File: src/rtl/peak_capture_pkg.sv
// Shared types and constants for the peak capture block and its trigger helpers.
// The state enum is exported so debug/observation logic can decode the FSM.
package peak_capture_pkg;

  localparam int WIDTH_DEF    = 12;
  localparam int TS_WIDTH_DEF = 32;
  localparam int LEN_W        = 16;

  typedef enum logic [1:0] {
    ST_IDLE    = 2'd0,
    ST_CAPTURE = 2'd1,
    ST_HOLD    = 2'd2
  } state_t;

  // Counter increment that sticks at all-ones instead of wrapping.
  function automatic logic [LEN_W-1:0] sat_inc(input logic [LEN_W-1:0] v);
    return (v == {LEN_W{1'b1}}) ? v : v + LEN_W'(1);
  endfunction

endpackage

File: src/rtl/peak_capture_rise_detect.sv
// Rising-edge detector: one register holding the previous input level.
// The register clears on reset, so a level already high after release is an edge.
module rise_detect (
  input  logic clk,
  input  logic reset,
  input  logic i_sig,
  output logic o_rise
);

  logic r_prev;

  always_ff @(posedge clk or posedge reset) begin
    if (reset) begin
      r_prev <= 1'b0;
    end else begin
      r_prev <= i_sig;
    end
  end

  assign o_rise = i_sig & ~r_prev;

endmodule

File: src/rtl/peak_capture.sv
// Captures the signed maximum of a triggered window of N+1 samples together with
// its first-occurrence offset and the trigger timestamp, then holds it as an event.
//
// Event handshake: evt_valid stays high with evt_* stable until a cycle in which
// evt_valid and evt_ready are both high; that cycle transfers the record.
module peak_capture
  import peak_capture_pkg::*;
#(
  parameter int WIDTH    = WIDTH_DEF,
  parameter int TS_WIDTH = TS_WIDTH_DEF
) (
  input  logic                    clk,
  input  logic                    reset,
  input  logic                    trig_in,
  input  logic signed [WIDTH-1:0] data_in,
  input  logic [LEN_W-1:0]        window_len,
  output logic                    evt_valid,
  input  logic                    evt_ready,
  output logic signed [WIDTH-1:0] evt_peak,
  output logic [LEN_W-1:0]        evt_offset,
  output logic [TS_WIDTH-1:0]     evt_time,
  output logic                    busy,
  output logic [LEN_W-1:0]        lost_count,
  output state_t                  dbg_state
);

  state_t                  r_state;
  state_t                  w_next_state;
  logic                    w_rise;
  logic                    w_accept;
  logic                    w_lost;
  logic                    w_last_sample;
  logic [LEN_W-1:0]        w_idx;
  logic [TS_WIDTH-1:0]     r_ts;
  logic [LEN_W-1:0]        r_len;
  logic [LEN_W-1:0]        r_elapsed;
  logic signed [WIDTH-1:0] r_peak;
  logic [LEN_W-1:0]        r_offset;
  logic [TS_WIDTH-1:0]     r_time;
  logic [LEN_W-1:0]        r_lost_count;

  rise_detect u_rise_detect (
    .clk    (clk),
    .reset  (reset),
    .i_sig  (trig_in),
    .o_rise (w_rise)
  );

  always_ff @(posedge clk or posedge reset) begin
    if (reset) begin
      r_ts <= '0;
    end else begin
      r_ts <= r_ts + TS_WIDTH'(1);
    end
  end

  // Index of the sample presented this cycle while in CAPTURE (1..N).
  // r_elapsed never exceeds N-1 here, so the 16-bit sum cannot overflow.
  assign w_idx         = r_elapsed + LEN_W'(1);
  assign w_last_sample = (w_idx == r_len);

  always_ff @(posedge clk or posedge reset) begin
    if (reset) begin
      r_state <= ST_IDLE;
    end else begin
      r_state <= w_next_state;
    end
  end

  always_comb begin
    w_next_state = r_state;
    case (r_state)
      ST_IDLE: begin
        if (w_rise) begin
          w_next_state = (window_len == '0) ? ST_HOLD : ST_CAPTURE;
        end
      end
      ST_CAPTURE: begin
        if (w_last_sample) begin
          w_next_state = ST_HOLD;
        end
      end
      ST_HOLD: begin
        if (evt_ready) begin
          w_next_state = ST_IDLE;
        end
      end
      default: w_next_state = ST_IDLE;
    endcase
  end

  always_comb begin
    evt_valid = 1'b0;
    busy      = 1'b1;
    w_accept  = 1'b0;
    w_lost    = 1'b0;
    case (r_state)
      ST_IDLE: begin
        busy     = 1'b0;
        w_accept = w_rise;
      end
      ST_CAPTURE: begin
        w_lost = w_rise;
      end
      ST_HOLD: begin
        evt_valid = 1'b1;
        w_lost    = w_rise;
      end
      default: begin
        busy = 1'b0;
      end
    endcase
  end

  // Window datapath: sample 0 is latched at acceptance, later samples replace the
  // peak only when strictly larger, which keeps the earliest of equal maxima.
  always_ff @(posedge clk or posedge reset) begin
    if (reset) begin
      r_len     <= '0;
      r_elapsed <= '0;
      r_peak    <= '0;
      r_offset  <= '0;
      r_time    <= '0;
    end else if (w_accept) begin
      r_len     <= window_len;
      r_elapsed <= '0;
      r_peak    <= data_in;
      r_offset  <= '0;
      r_time    <= r_ts;
    end else if (r_state == ST_CAPTURE) begin
      r_elapsed <= w_idx;
      if (data_in > r_peak) begin
        r_peak   <= data_in;
        r_offset <= w_idx;
      end
    end
  end

  always_ff @(posedge clk or posedge reset) begin
    if (reset) begin
      r_lost_count <= '0;
    end else if (w_lost) begin
      r_lost_count <= sat_inc(r_lost_count);
    end
  end

  assign evt_peak   = r_peak;
  assign evt_offset = r_offset;
  assign evt_time   = r_time;
  assign lost_count = r_lost_count;
  assign dbg_state  = r_state;

endmodule

File: config.mk
export PLATFORM = sky130hd
export DESIGN_NAME = peak_capture
export DESIGN_NICKNAME = d
export VERILOG_FILES = /design/src/rtl/peak_capture_pkg.sv /design/src/rtl/peak_capture_rise_detect.sv /design/src/rtl/peak_capture.sv
export SDC_FILE = /design/constraint.sdc
export NUM_CORES = 1
export LEC_CHECK = 0
export ABC_AREA = 1
export BUFFER_PORTS_ARGS = -buffer_cell sky130_fd_sc_hd__buf_2
export CORE_ASPECT_RATIO = 1.4
export CORE_MARGIN = 2
export CORE_UTILIZATION = 35
export DETAILED_ROUTE_END_ITERATION = 12
export PLACE_DENSITY_LB_ADDON = 0.1
export SYNTH_ARGS = -nofsm -noshare
export SYNTH_HDL_FRONTEND = slang
export SYNTH_SLANG_ARGS = --single-unit
File: constraint.sdc
create_clock -name clk -period 12 [get_ports clk]
set_input_delay 2.4 -clock clk [delete_from_list [all_inputs] [get_ports clk]]
set_output_delay 2.4 -clock clk [all_outputs]
set_load 0.005 [all_outputs]
-- Yosys cells after proc, flatten, opt, wreduce, memory -nomap -nowiden
Cells that the tools add are included.
- reduce and logical (&&, ||, !) cells: 8
- magnitude comparators: 1
- add/sub/neg operators: 3
- bitwise operators: 3
- muxes and demuxes: 17
- equal/unequal tests: 7
- operator list (operator ; count):
    $mux W16 ; 5
    $mux W12 ; 3
    $add A16 B1 Y16 const B ; 2
    $add A32 B1 Y32 const B ; 1
    $eq A16 B16 Y1 ; 1
    $eq A16 B16 Y1 const B ; 1
    $logic_not A16 Y1 ; 1
    $gt A12 B12 Y1 ; 1
    $mux W2 ; 4
    $ne A2 B2 Y1 const B ; 3
    $pmux W2 S3 ; 1
    $mux W1 ; 4
    $reduce_and A2 Y1 ; 2
    $reduce_bool A2 Y1 ; 2
    $reduce_and A3 Y1 ; 1
    $eq A2 B1 Y1 const B ; 1
    $eq A2 B2 Y1 const B ; 1
    $logic_not A2 Y1 ; 1
    $not A1 Y1 ; 2
    $reduce_or A2 Y1 ; 1
    $and A1 B1 Y1 ; 1
- bits of input ports: 32
- register bits after elaboration: 143

-- Logic depth before layout (Yosys ltp)
Gate-level depths: netlist of the first run.
- depth after elaboration: 5
- mapped depth: 15

-- By module
A second synthesis of the first run with hierarchy kept.
- cells, all modules: 851
- area total of the unflattened synthesis: 7156.9 µm²
- by module, submodules not included (module ; times used ; area an instance (µm²) ; sequential area each (µm²) ; cells each):
    peak_capture ; 1 ; 7118.1 ; 3553.4 ; 847
    rise_detect ; 1 ; 38.8 ; 25.0 ; 4

-- Worst setup path after synthesis of the first run
Ideal clock, no wire load.
- kind: input port to flip-flop
- start point: input port data_in[11]
- end point: register r_offset[14], in the netlist evt_offset[14]
- setup slack: 8.170 ns
- library setup time: 0.117 ns
- arrival: 3.713 ns
- path buffers: 1
- cell stages on the path: 11
- path through: ha_1 nand4_1 nor3_1 nand2_1 nand3_1 nand2_1 nand3b_1 nand2_1 buf_2 nand2_1 nand2_1
- word-level cells in the longest chain between the ends: 3
- ends and longest elaborated chain (element ; line ; RTL):
    start, declared ; peak_capture.sv:15 ; input logic signed [WIDTH-1:0] data_in,
    $gt A12 B12 Y1 ; peak_capture.sv:132 ; if (data_in > r_peak) begin
    $reduce_bool A2 Y1 (no line) ; - ;
    $reduce_and A2 Y1 (no line) ; - ;
    end signal, assigned ; peak_capture.sv:134 ; r_offset <= w_idx;
    end, declared ; peak_capture.sv:38 ; logic [LEN_W-1:0] r_offset;
Every way passes these cells.
A chain may end at the register's enable or synchronous reset.

-- Final worst setup path of the first run
- start point: input port trig_in
- end point: register r_elapsed[7]
- word-level cells in the longest chain between the ends: 3
- elaborated cells between the ends (all ways): 4
- classes of those cells: 2 x mux; 1 x bitwise; 1 x reduce/logical
- ends and longest elaborated chain (element ; line ; RTL):
    start, declared ; peak_capture.sv:14 ; input logic trig_in,
    $and A1 B1 Y1 (*) ; peak_capture_rise_detect.sv:20 ; assign o_rise = i_sig & ~r_prev;
    $mux W1 (*) ; peak_capture.sv:97 ; case (r_state)
    $mux W16 or $reduce_bool A2 Y1 (tied branches) ; - ;
    end signal, assigned ; peak_capture.sv:131 ; r_elapsed <= w_idx;
    end, declared ; peak_capture.sv:36 ; logic [LEN_W-1:0] r_elapsed;
Every way passes the cells marked *; elsewhere a longest branch is shown, timed or not.

==> results.py, run 1 <==
metrics = {
    "worst_hold_path": {
        "hold_path.class": "reg2reg",
        "worstHoldStart": "r_ts[16]",
    },
    "grt": {
        "grt_max_degree": 74,
        "grt_overflow": 0,
        "antenna_found_initial": 0,
        "grt_pass1_wl_um": 29500,
        "grt_pass1_vias": 5891,
        "track_usage_pct": 17.1,
    },
    "clocking": {
        "htreeDepth": 4,
        "cts_resized": 0,
        "worstSkewPairLatency_ns": 0.41,
        "path_clk_slew_ns": 0.06,
        "cts_inserted_buffers": 17,
        "cts_root_buf": "clkbuf_16",
        "hold_buffers": 0,
        "cts_buffer_depth": 2,
        "cts_setup_buffers": 0,
        "cts_tree": "built",
        "clock_sinks": 143,
    },
    "power_and_ir_drop": {
        "p_comb_share_pct": 25.3,
        "p_seq_share_pct": 38.9,
        "swShare_pct": 33.0,
        "ir_drop_mv": 0.102,
        "clock_power_share_pct": 35.8,
        "p_sw_uw": 527,
        "power.internal_mw": 1.07,
        "leakagePower_nw": 4.42,
        "power_density_mw_per_mm2": 186,
    },
    "sta": {
        "hold_viol_final": 0,
        "period_share_pct": 33.9,
        "post-route-worst-setup-slack_ns": 7.93,
        "final.setup.tns_ns": 0,
        "fmax_ghz": 0.246,
        "setup_viol": 0,
        "max-slew-margin-rel_pct": 39.6,
        "skew_ns": 0.00836,
        "whs_ns": 0.467,
        "slew_violations": 0,
        "min_period_ns": 4.07,
        "tightest_slew_ns": 0.906,
        "rsz0062_at_grt": "no",
    },
    "detailed_routing": {
        "wl_met2_um": 9190,
        "finalWirelength_um": 17600,
        "vias": 5804,
        "drt-met1-wl_um": 7420,
        "wl_per_cell_um": 14.4,
        "avgViaCountPerCell": 4.73,
        "wl_met3_um": 537,
        "ant_nets": 0,
        "drc": 0,
        "drtIter0Drc": 302,
        "maxUsedRoutingLayer": "met4",
        "drt-pass1-iter-count": 4,
    },
    "floorplanning": {
        "die-area_mm2": 0.0215,
        "die_x_um": 124,
        "io_pins": 112,
        "design.core.area_mm2": 0.0199,
        "fp-row-count": 61,
        "die_height_um": 173,
        "start_util_pct": 35.6,
    },
    "logic_synthesis": {
        "yosysSeqAreaShare_pct": 50.4,
        "syn_area_per_cell_um2": 8.35,
        "synth-seq-cells": 143,
        "ys_types": 36,
        "synth_area_mm2": 0.00710,
        "syn_inst": 850,
        "synth_nets": 900,
        "synth_warnings": 0,
    },
    "setup_path": {
        "cp_max_fo": 48,
        "start_kind": "input port",
        "critPathRequiredTime_ns": 12.28,
        "worstSetupStartpoint": "trig_in",
        "criticalPathCategory": "in2reg",
        "arrival_ns": 4.35,
        "endpoint_kind": "flip-flop",
        "rr_startpoint": "dbg_state[0]",
    },
    "layout": {
        "layout.nets": 1012,
        "syn2layout_area_growth_pct": 20.7,
        "stdcell_area_mm2": 0.00857,
        "fin_cells": 1228,
        "drive_gt1_share_pct": 18.7,
        "fillers": 2044,
    },
    "run_status": {
        "status": "finished clean",
    },
    "place": {
        "dp_slack_ns": 7.43,
        "dpl.hpwl_um": 12900,
        "dp_cells": 1195,
        "placed_area_mm2": 0.00792,
        "portBuffers": 111,
        "place.gp.congestion": 0.800,
    },
    "run": {
        "cap_violations": 0,
    },
}
==> layer usage <==
metal | vias up | track usage (%)
li1 | 2951 | -
met1 | 2740 | 20.1
met2 | 92 | 30.6
met3 | 21 | 3.61
met4 | 0 | 6.27
met5 | - | 0
==> layout make-up <==
type	count	area [µm²]	share of cell area (%)
Clock inverter	12	183	2.13
Inverter	98	375	4.38
Timing Repair Buffer	115	586	6.84
Multi-Input combinational cell	587	3070	35.8
Clock buffer	20	457	5.33
Antenna cell	1	2.50	0.0292
Tap cell	252	315	3.68
Sequential cell	143	3580	41.8
==> final timing paths <==
check	end	slack (ns)	cells past startpoint
setup / recovery	r_elapsed[7]	7.93	8
hold / removal	r_ts[16]	0.47	1
setup reg to reg	r_elapsed[7]	9.31	9
hold reg to reg	r_ts[16]	0.47	1
max in group asynchronous	evt_time[5]	8.56	3
min in group asynchronous	r_ts[25]	2.08	2
==> logic make-up (layout without fill, tap and decap cells) <==
family	after synthesis	count (layout)	share of synthesized area [%]
compound gates	81	81	5.82
fa+ha+maj	18	18	3.17
other cells	0	1	0
simple gates	445	445	28.8
xor+xnor	43	43	5.31
buf+inv	120	245	6.47
flops	143	143	50.4
==> cell usage after synthesis <==
cell,instances,share of area (%)
nand2_1,249,13
nor3_1,12,0.85
nor2_1,45,2.4
a21oi_1,12,0.85
xor2_1,34,4.2
or2_2,1,0.088
nand3_2,1,0.14
nor4_1,6,0.53
nor4_4,1,0.30
nand4_1,16,1.4
a21o_1,1,0.11
o21ai_0,65,4.6
nand3_4,1,0.25
a31oi_1,2,0.18
dfrtp_1,143,50
and2_1,1,0.088
inv_4,1,0.088
nand4_2,1,0.18
buf_2,5,0.35
nor2_2,3,0.26
and3b_1,1,0.12
nand3b_1,2,0.21
clkbuf_1,11,0.58
nand3_1,85,6.0
nor3_4,2,0.46
inv_1,92,4.9
nand2_4,2,0.32
nor3_2,1,0.14
clkinv_1,1,0.053
buf_1,6,0.32
inv_2,4,0.21
xnor2_1,9,1.1
nand2_2,6,0.53
o31ai_1,1,0.11
nor2_4,9,1.4
ha_1,18,3.2
==> layout by cell type, fill, tap and decap left out, drive strengths merged <==
master	n
nor4	7
nand2	257
clkinvlp	2
dfrtp	143
nor2	57
clkinv	5
xor2	34
and3b	1
nand4	17
buf	115
ha	18
clkbuf	20
or2	1
bufinv	4
nand3b	2
nand3	87
diode	1
o31ai	1
a31oi	2
xnor2	9
nor3	15
a21oi	12
inv	99
a21o	1
o21ai	65
and2	1
==> power groups by stage <==
stage	Combinational (mW)	Clock, mW	Sequential, mW
final	0.404	0.571	0.619
after CTS	0.414	0.584	0.620
after detailed placement	0.413	0	0.628
after global placement	0.410	0	0.629
after global routing	0.473	0.606	0.631
after floorplan	0.272	0	0.618
==> metrics by stage <==
step,power [mW],utilization (%)
final,1.59,43.0
after global routing,1.71,43.0
after CTS,1.62,43.0
after detailed placement,1.04,39.8
after global placement,1.04,39.8
after floorplan,0.890,-
==> critical path, stage by stage <==
cell,delay [ns]
buf_2,0.11
nand2_1,0.13
nor2_4,0.03
buf_4,0.27
inv_2,0.48
nand2_1,0.34
inv_1,0.40
o21ai_0,0.16
==> flip-flops by register name, indices dropped and copies added (netlist names) <==
register / cells
u_rise_detect.r_prev: 1
evt_offset: 16
r_ts: 32
evt_peak: 12
dbg_state: 2
evt_time: 32
r_len: 16
r_elapsed: 16
lost_count: 16
(Power assumes the default switching activity.)
==> inputs of run 2 (changes only) <==
==> constraint.sdc (replaced) <==
create_clock -name clk -period 3.5 [get_ports clk]
set_input_delay 0.7 -clock clk [delete_from_list [all_inputs] [get_ports clk]]
set_output_delay 0.7 -clock clk [all_outputs]
set_load 0.005 [all_outputs]
==> run 2 against run 1 <==
Compared with the run above: combinational power increased to 3.5 times the previous value; clock skew rose by 0.0025 ns; sequential power grew to 3.4 times the previous value; utilization is 0.32 points higher; register-to-register slack lost 8.1 ns; critical path type is now reg2reg.
==> results.py, run 2 (synthesis results as in run 1) <==
metrics = {
    "sta": {
        "max-slew-margin-rel_pct": 41.1,
        "skew_ns": 0.0109,
        "tightest_slew_ns": 0.876,
        "final.setup.tns_ns": 0,
        "slew_violations": 0,
        "rsz0062_at_grt": "no",
        "min_period_ns": 2.32,
        "hold_viol_final": 0,
        "period_share_pct": 66.2,
        "fmax_ghz": 0.432,
        "setup_viol": 0,
        "whs_ns": 0.425,
    },
    "floorplanning": {
        "fp-row-count": 61,
        "die_height_um": 173,
        "die_x_um": 124,
        "design.core.area_mm2": 0.0199,
        "io_pins": 112,
        "start_util_pct": 35.6,
        "die-area_mm2": 0.0215,
    },
    "detailed_routing": {
        "wl_per_cell_um": 14.1,
        "drc": 0,
        "wl_met2_um": 9010,
        "vias": 5824,
        "avgViaCountPerCell": 4.72,
        "drt-pass1-iter-count": 4,
        "wl_met3_um": 515,
        "finalWirelength_um": 17400,
        "drt-met1-wl_um": 7610,
        "drtIter0Drc": 285,
        "maxUsedRoutingLayer": "met4",
        "ant_nets": 0,
    },
    "place": {
        "portBuffers": 111,
        "dpl.hpwl_um": 12800,
        "dp_cells": 1201,
        "place.gp.congestion": 0.802,
    },
    "grt": {
        "grt_max_degree": 49,
        "grt_pass1_wl_um": 29100,
        "grt_overflow": 0,
        "antenna_found_initial": 0,
        "track_usage_pct": 16.8,
        "grt_pass1_vias": 5734,
    },
    "power_and_ir_drop": {
        "leakagePower_nw": 4.45,
        "ir_drop_mv": 0.315,
        "power_density_mw_per_mm2": 631,
        "p_total_mw": 5.45,
    },
    "setup_path": {
        "start_kind": "flip-flop",
        "critPathRequiredTime_ns": 3.85,
        "cp_max_fo": 9,
        "critPathBufInv": 0,
        "crit_chain": "ha_1 -> nand2_1 -> nor2_4 -> nand3_1 -> nand3_1 -> nand2_1 -> nor2_1 -> nand3_1 -> nor2_1 -> nand3_1 -> nand2_1 -> nand2_1 -> nand2_1",
        "critPathTopFamily": "simple AND/OR/NAND/NOR gates",
        "critical-path-max-stage-delay_ns": 0.47,
        "reg2reg_depth": 13,
        "criticalPathCategory": "reg2reg",
        "cp_slowest_cell": "dfrtp_1",
        "endpoint_kind": "flip-flop",
        "worst-path-stages": 13,
        "path_common_cell": "nand2_1",
        "arrival_ns": 2.67,
    },
    "worst_hold_path": {
        "hold_path.class": "in2async",
    },
    "layout": {
        "layout.nets": 1018,
        "syn2layout_area_growth_pct": 21.6,
        "mostFrequentLayoutCell": "nand2_1",
        "drive_gt1_share_pct": 19.2,
        "fin_cells": 1233,
        "mostFrequentLayoutCells": "249 x nand2_1, 143 x dfrtp_1, 111 x buf_2",
        "antenna-diode-count": 0,
        "finish.utilization_pct": 43.3,
        "fillers": 2066,
    },
    "clocking": {
        "hold_buffers": 0,
        "cts_tree": "built",
        "cts_setup_buffers": 0,
        "cts_buffer_depth": 2,
        "htreeDepth": 4,
        "worstSkewPairLatency_ns": 0.42,
        "cts_inserted_buffers": 17,
        "cts_resized": 0,
        "clock_sinks": 143,
        "cts_root_buf": "clkbuf_16",
        "path_clk_slew_ns": 0.07,
    },
    "run": {
        "cap_violations": 0,
    },
    "run_status": {
        "status": "finished clean",
    },
}
run 2: worst paths after layout:
check | end | slack, ns | start
hold reg to reg | r_ts[31] | 0.46 | r_ts[31]
min in group clk | u_rise_detect.r_prev | 0.43 | trig_in
setup reg to reg | dbg_state[0] | 1.18 | r_elapsed[0]
hold / removal | evt_peak[5] | 0.43 | reset
setup / recovery | dbg_state[0] | 1.18 | r_elapsed[0]
max in group asynchronous | r_ts[8] | 2.36 | reset
run 2: routing by layer:
metal  GRT usage (%)  vias up
li1                -     2968
met1            20.6     2739
met2            29.4      101
met3            3.70       16
met4            5.01        0
met5               0        -
run 2: worst reg2reg max path, cell delays in order (launching register included):
cell and delay, ns:
dfrtp_1 0.47, ha_1 0.26, nand2_1 0.13, nor2_4 0.23, nand3_1 0.14, nand3_1 0.10, nand2_1 0.05, nor2_1 0.17
nand3_1 0.17, nor2_1 0.15, nand3_1 0.15, nand2_1 0.12, nand2_1 0.05, nand2_1 0.06
run 2: per-stage QoR:
step / cell area [µm²] / setup slack (ns)
finish: 8630 / 1.18
global route: 8630 / 0.881
CTS: 8630 / 1.18
detailed placement: 8010 / 0.872
global placement: 8010 / 0.873
floorplan: 7100 / 1.01
run 2: report_power, final:
group / leakage, nW / internal, mW / total [mW] / switching (mW)
logic: 2.24 / 0.523 / 1.41 / 0.890
registers: 1.91 / 1.92 / 2.11 / 0.196
clock network: 0.301 / 1.19 / 1.92 / 0.733
total: 4.45 / 3.63 / 5.45 / 1.82
run 2: area by class of cell:
cell class              instances  area [µm²]  share of cell area (%)
flip-flops and latches        143        3580                    41.5
multi-input cells             587        3070                    35.6
repair buffers                121         668                    7.74
clock buffers                  21         470                    5.45
inverters                      98         374                    4.34
well taps                     252         315                    3.65
clock inverters                11         154                    1.78
==> inputs of run 3 (changes only) <==
==> constraint.sdc (replaced) <==
create_clock -name clk -period 2.3 [get_ports clk]
set_input_delay 0.46 -clock clk [delete_from_list [all_inputs] [get_ports clk]]
set_output_delay 0.46 -clock clk [all_outputs]
set_load 0.005 [all_outputs]
==> run 3 against run 2 <==
Compared with the run above: via count is 1.1% higher; non-clock buffer count is 6 higher; sequential share of layout area is 0.13 points lower; first-iteration DRC count is 24% lower; combinational power is 62% higher; critical path depth stayed put; largest power group unchanged; highest routed layer unchanged.
==> results.py, run 3 (synthesis results as in run 1) <==
metrics = {
    "place": {
        "dpl.hpwl_um": 12700,
        "place.gp.congestion": 0.796,
        "placed_area_mm2": 0.00802,
        "portBuffers": 111,
    },
    "run": {
        "cap_violations": 0,
    },
    "layout": {
        "antenna-diode-count": 0,
        "mostFrequentLayoutCells": "248 x nand2_1, 143 x dfrtp_1, 111 x buf_2",
        "mostFrequentLayoutCell": "nand2_1",
        "drive_gt1_share_pct": 19.9,
        "syn2layout_area_growth_pct": 21.9,
        "stdcell_area_mm2": 0.00866,
        "finish.utilization_pct": 43.5,
        "fillers": 2071,
        "layout.nets": 1025,
    },
    "floorplanning": {
        "io_pins": 112,
        "fp-row-count": 61,
        "die_x_um": 124,
        "start_util_pct": 35.6,
        "design.core.area_mm2": 0.0199,
        "die-area_mm2": 0.0215,
        "die_height_um": 173,
    },
    "setup_path": {
        "critPathTopFamily": "simple AND/OR/NAND/NOR gates",
        "crit_chain": "ha_2 -> nand2_2 -> nor2_4 -> nand3_1 -> nand3_1 -> nand2_1 -> nor2_1 -> nand3_1 -> nor2_1 -> nand3_1 -> nand2_1 -> nand2_1 -> nand2_1",
        "start_kind": "flip-flop",
        "arrival_ns": 2.42,
        "critPathBufInv": 0,
        "criticalPathCategory": "reg2reg",
        "critPathRequiredTime_ns": 2.65,
        "cp_max_fo": 5,
        "critical-path-max-stage-delay_ns": 0.40,
        "endpoint_kind": "flip-flop",
        "cp_slowest_cell": "dfrtp_1",
    },
    "clocking": {
        "htreeDepth": 4,
        "clock_sinks": 143,
        "path_clk_slew_ns": 0.06,
        "worstSkewPairLatency_ns": 0.42,
        "cts_tree": "built",
        "cts_root_buf": "clkbuf_16",
        "cts_inserted_buffers": 17,
        "cts_buffer_depth": 2,
    },
    "detailed_routing": {
        "drt-pass1-iter-count": 5,
        "wl_per_cell_um": 14.1,
        "vias": 5888,
        "finalWirelength_um": 17400,
        "avgViaCountPerCell": 4.75,
        "ant_nets": 0,
        "drc": 0,
        "drtIter0Drc": 218,
    },
    "sta": {
        "slew_violations": 0,
        "tightest_slew_ns": 0.624,
        "skew_ns": 0.00973,
        "final.setup.tns_ns": 0,
        "rsz0062_at_grt": "no",
        "period_share_pct": 90.2,
        "min_period_ns": 2.07,
        "setup_viol": 0,
        "hold_viol_final": 0,
        "fmax_ghz": 0.482,
        "max-slew-margin-rel_pct": 58.4,
    },
    "power_and_ir_drop": {
        "leakagePower_nw": 4.46,
        "power_density_mw_per_mm2": 963,
        "ir_drop_mv": 0.466,
    },
    "grt": {
        "grt_pass1_vias": 5897,
        "antenna_found_initial": 0,
        "grt_max_degree": 105,
        "track_usage_pct": 16.8,
        "grt_pass1_wl_um": 29500,
        "grt_overflow": 0,
    },
    "worst_hold_path": {
        "hold_path.class": "in2async",
    },
    "run_status": {
        "status": "finished clean",
    },
}
-- run 3: changes by cell type in the layout (fill, tap and decap cells not counted), sizes merged --
| cell | change |
|---|---|
| buf | +6 |
| nor2 | +1 |
| clkbuf | -1 |
-- run 3: area by class of cell --
class	count	area, µm²	share of cell area, %
Clock inverter	11	158	1.82
Timing Repair Buffer	127	701	8.09
Multi-Input combinational cell	588	3080	35.6
Sequential cell	143	3580	41.3
Clock buffer	20	447	5.16
Inverter	98	374	4.32
Tap cell	252	315	3.64
-- run 3: path summary, 6_finish.rpt --
kind                         startpoint              endpoint  slack (ns)  cells after the start
hold / removal                    reset           evt_peak[3]        0.16                      3
setup reg to reg           r_elapsed[1]          dbg_state[0]        0.23                     13
setup / recovery           r_elapsed[1]          dbg_state[0]        0.23                     13
hold reg to reg             evt_time[4]           evt_time[4]        0.47                      2
max in group asynchronous         reset        lost_count[15]        1.62                      3
min in group clk                trig_in  u_rise_detect.r_prev        0.18                      1
-- run 3: repair_timing --
action,in CTS,in global routing
buffers inserted,0,2
resized for setup,0,3
setup endpoints to repair,0,2
hold buffers,0,0
-- run 3: worst register-to-register path, cell delays in order, from the launching register on --
cell and delay [ns]:
dfrtp_1 0.40, ha_2 0.23, nand2_2 0.11, nor2_4 0.21, nand3_1 0.12, nand3_1 0.09, nand2_1 0.06, nor2_1 0.14
nand3_1 0.15, nor2_1 0.12, nand3_1 0.15, nand2_1 0.12, nand2_1 0.05, nand2_1 0.05
-- run 3: metrics by stage --
stage                     instances  setup slack [ns]  hold WS (ns)  total power, mW
after global routing           1239            0.0509         0.166             8.92
after floorplan                 850            0.0489         0.434             4.65
after global placement         1205             0.107         0.452             5.53
final                          1239             0.226         0.156             8.33
after CTS                      1236             0.144         0.164             8.44
after detailed placement       1205            0.0994         0.455             5.56
-- run 3: where the power goes --
group / total (mW) / switching [mW] / leakage (nW) / internal (mW)
clock: 2.84 / 1.10 / 0.288 / 1.75
sequential: 3.20 / 0.285 / 1.91 / 2.92
combinational: 2.29 / 1.40 / 2.27 / 0.888
total: 8.33 / 2.78 / 4.46 / 5.55
-- run 3: per-layer routing --
layer | share of wire [%] | up-vias | wire length, µm | track usage, %
li1 | - | 2978 | - | -
met1 | 44 | 2792 | 7690 | 21.1
met2 | 51 | 103 | 8970 | 29.0
met3 | 3.2 | 15 | 564 | 3.64
met4 | 1.1 | 0 | 196 | 4.78
met5 | 0 | - | 0 | 0
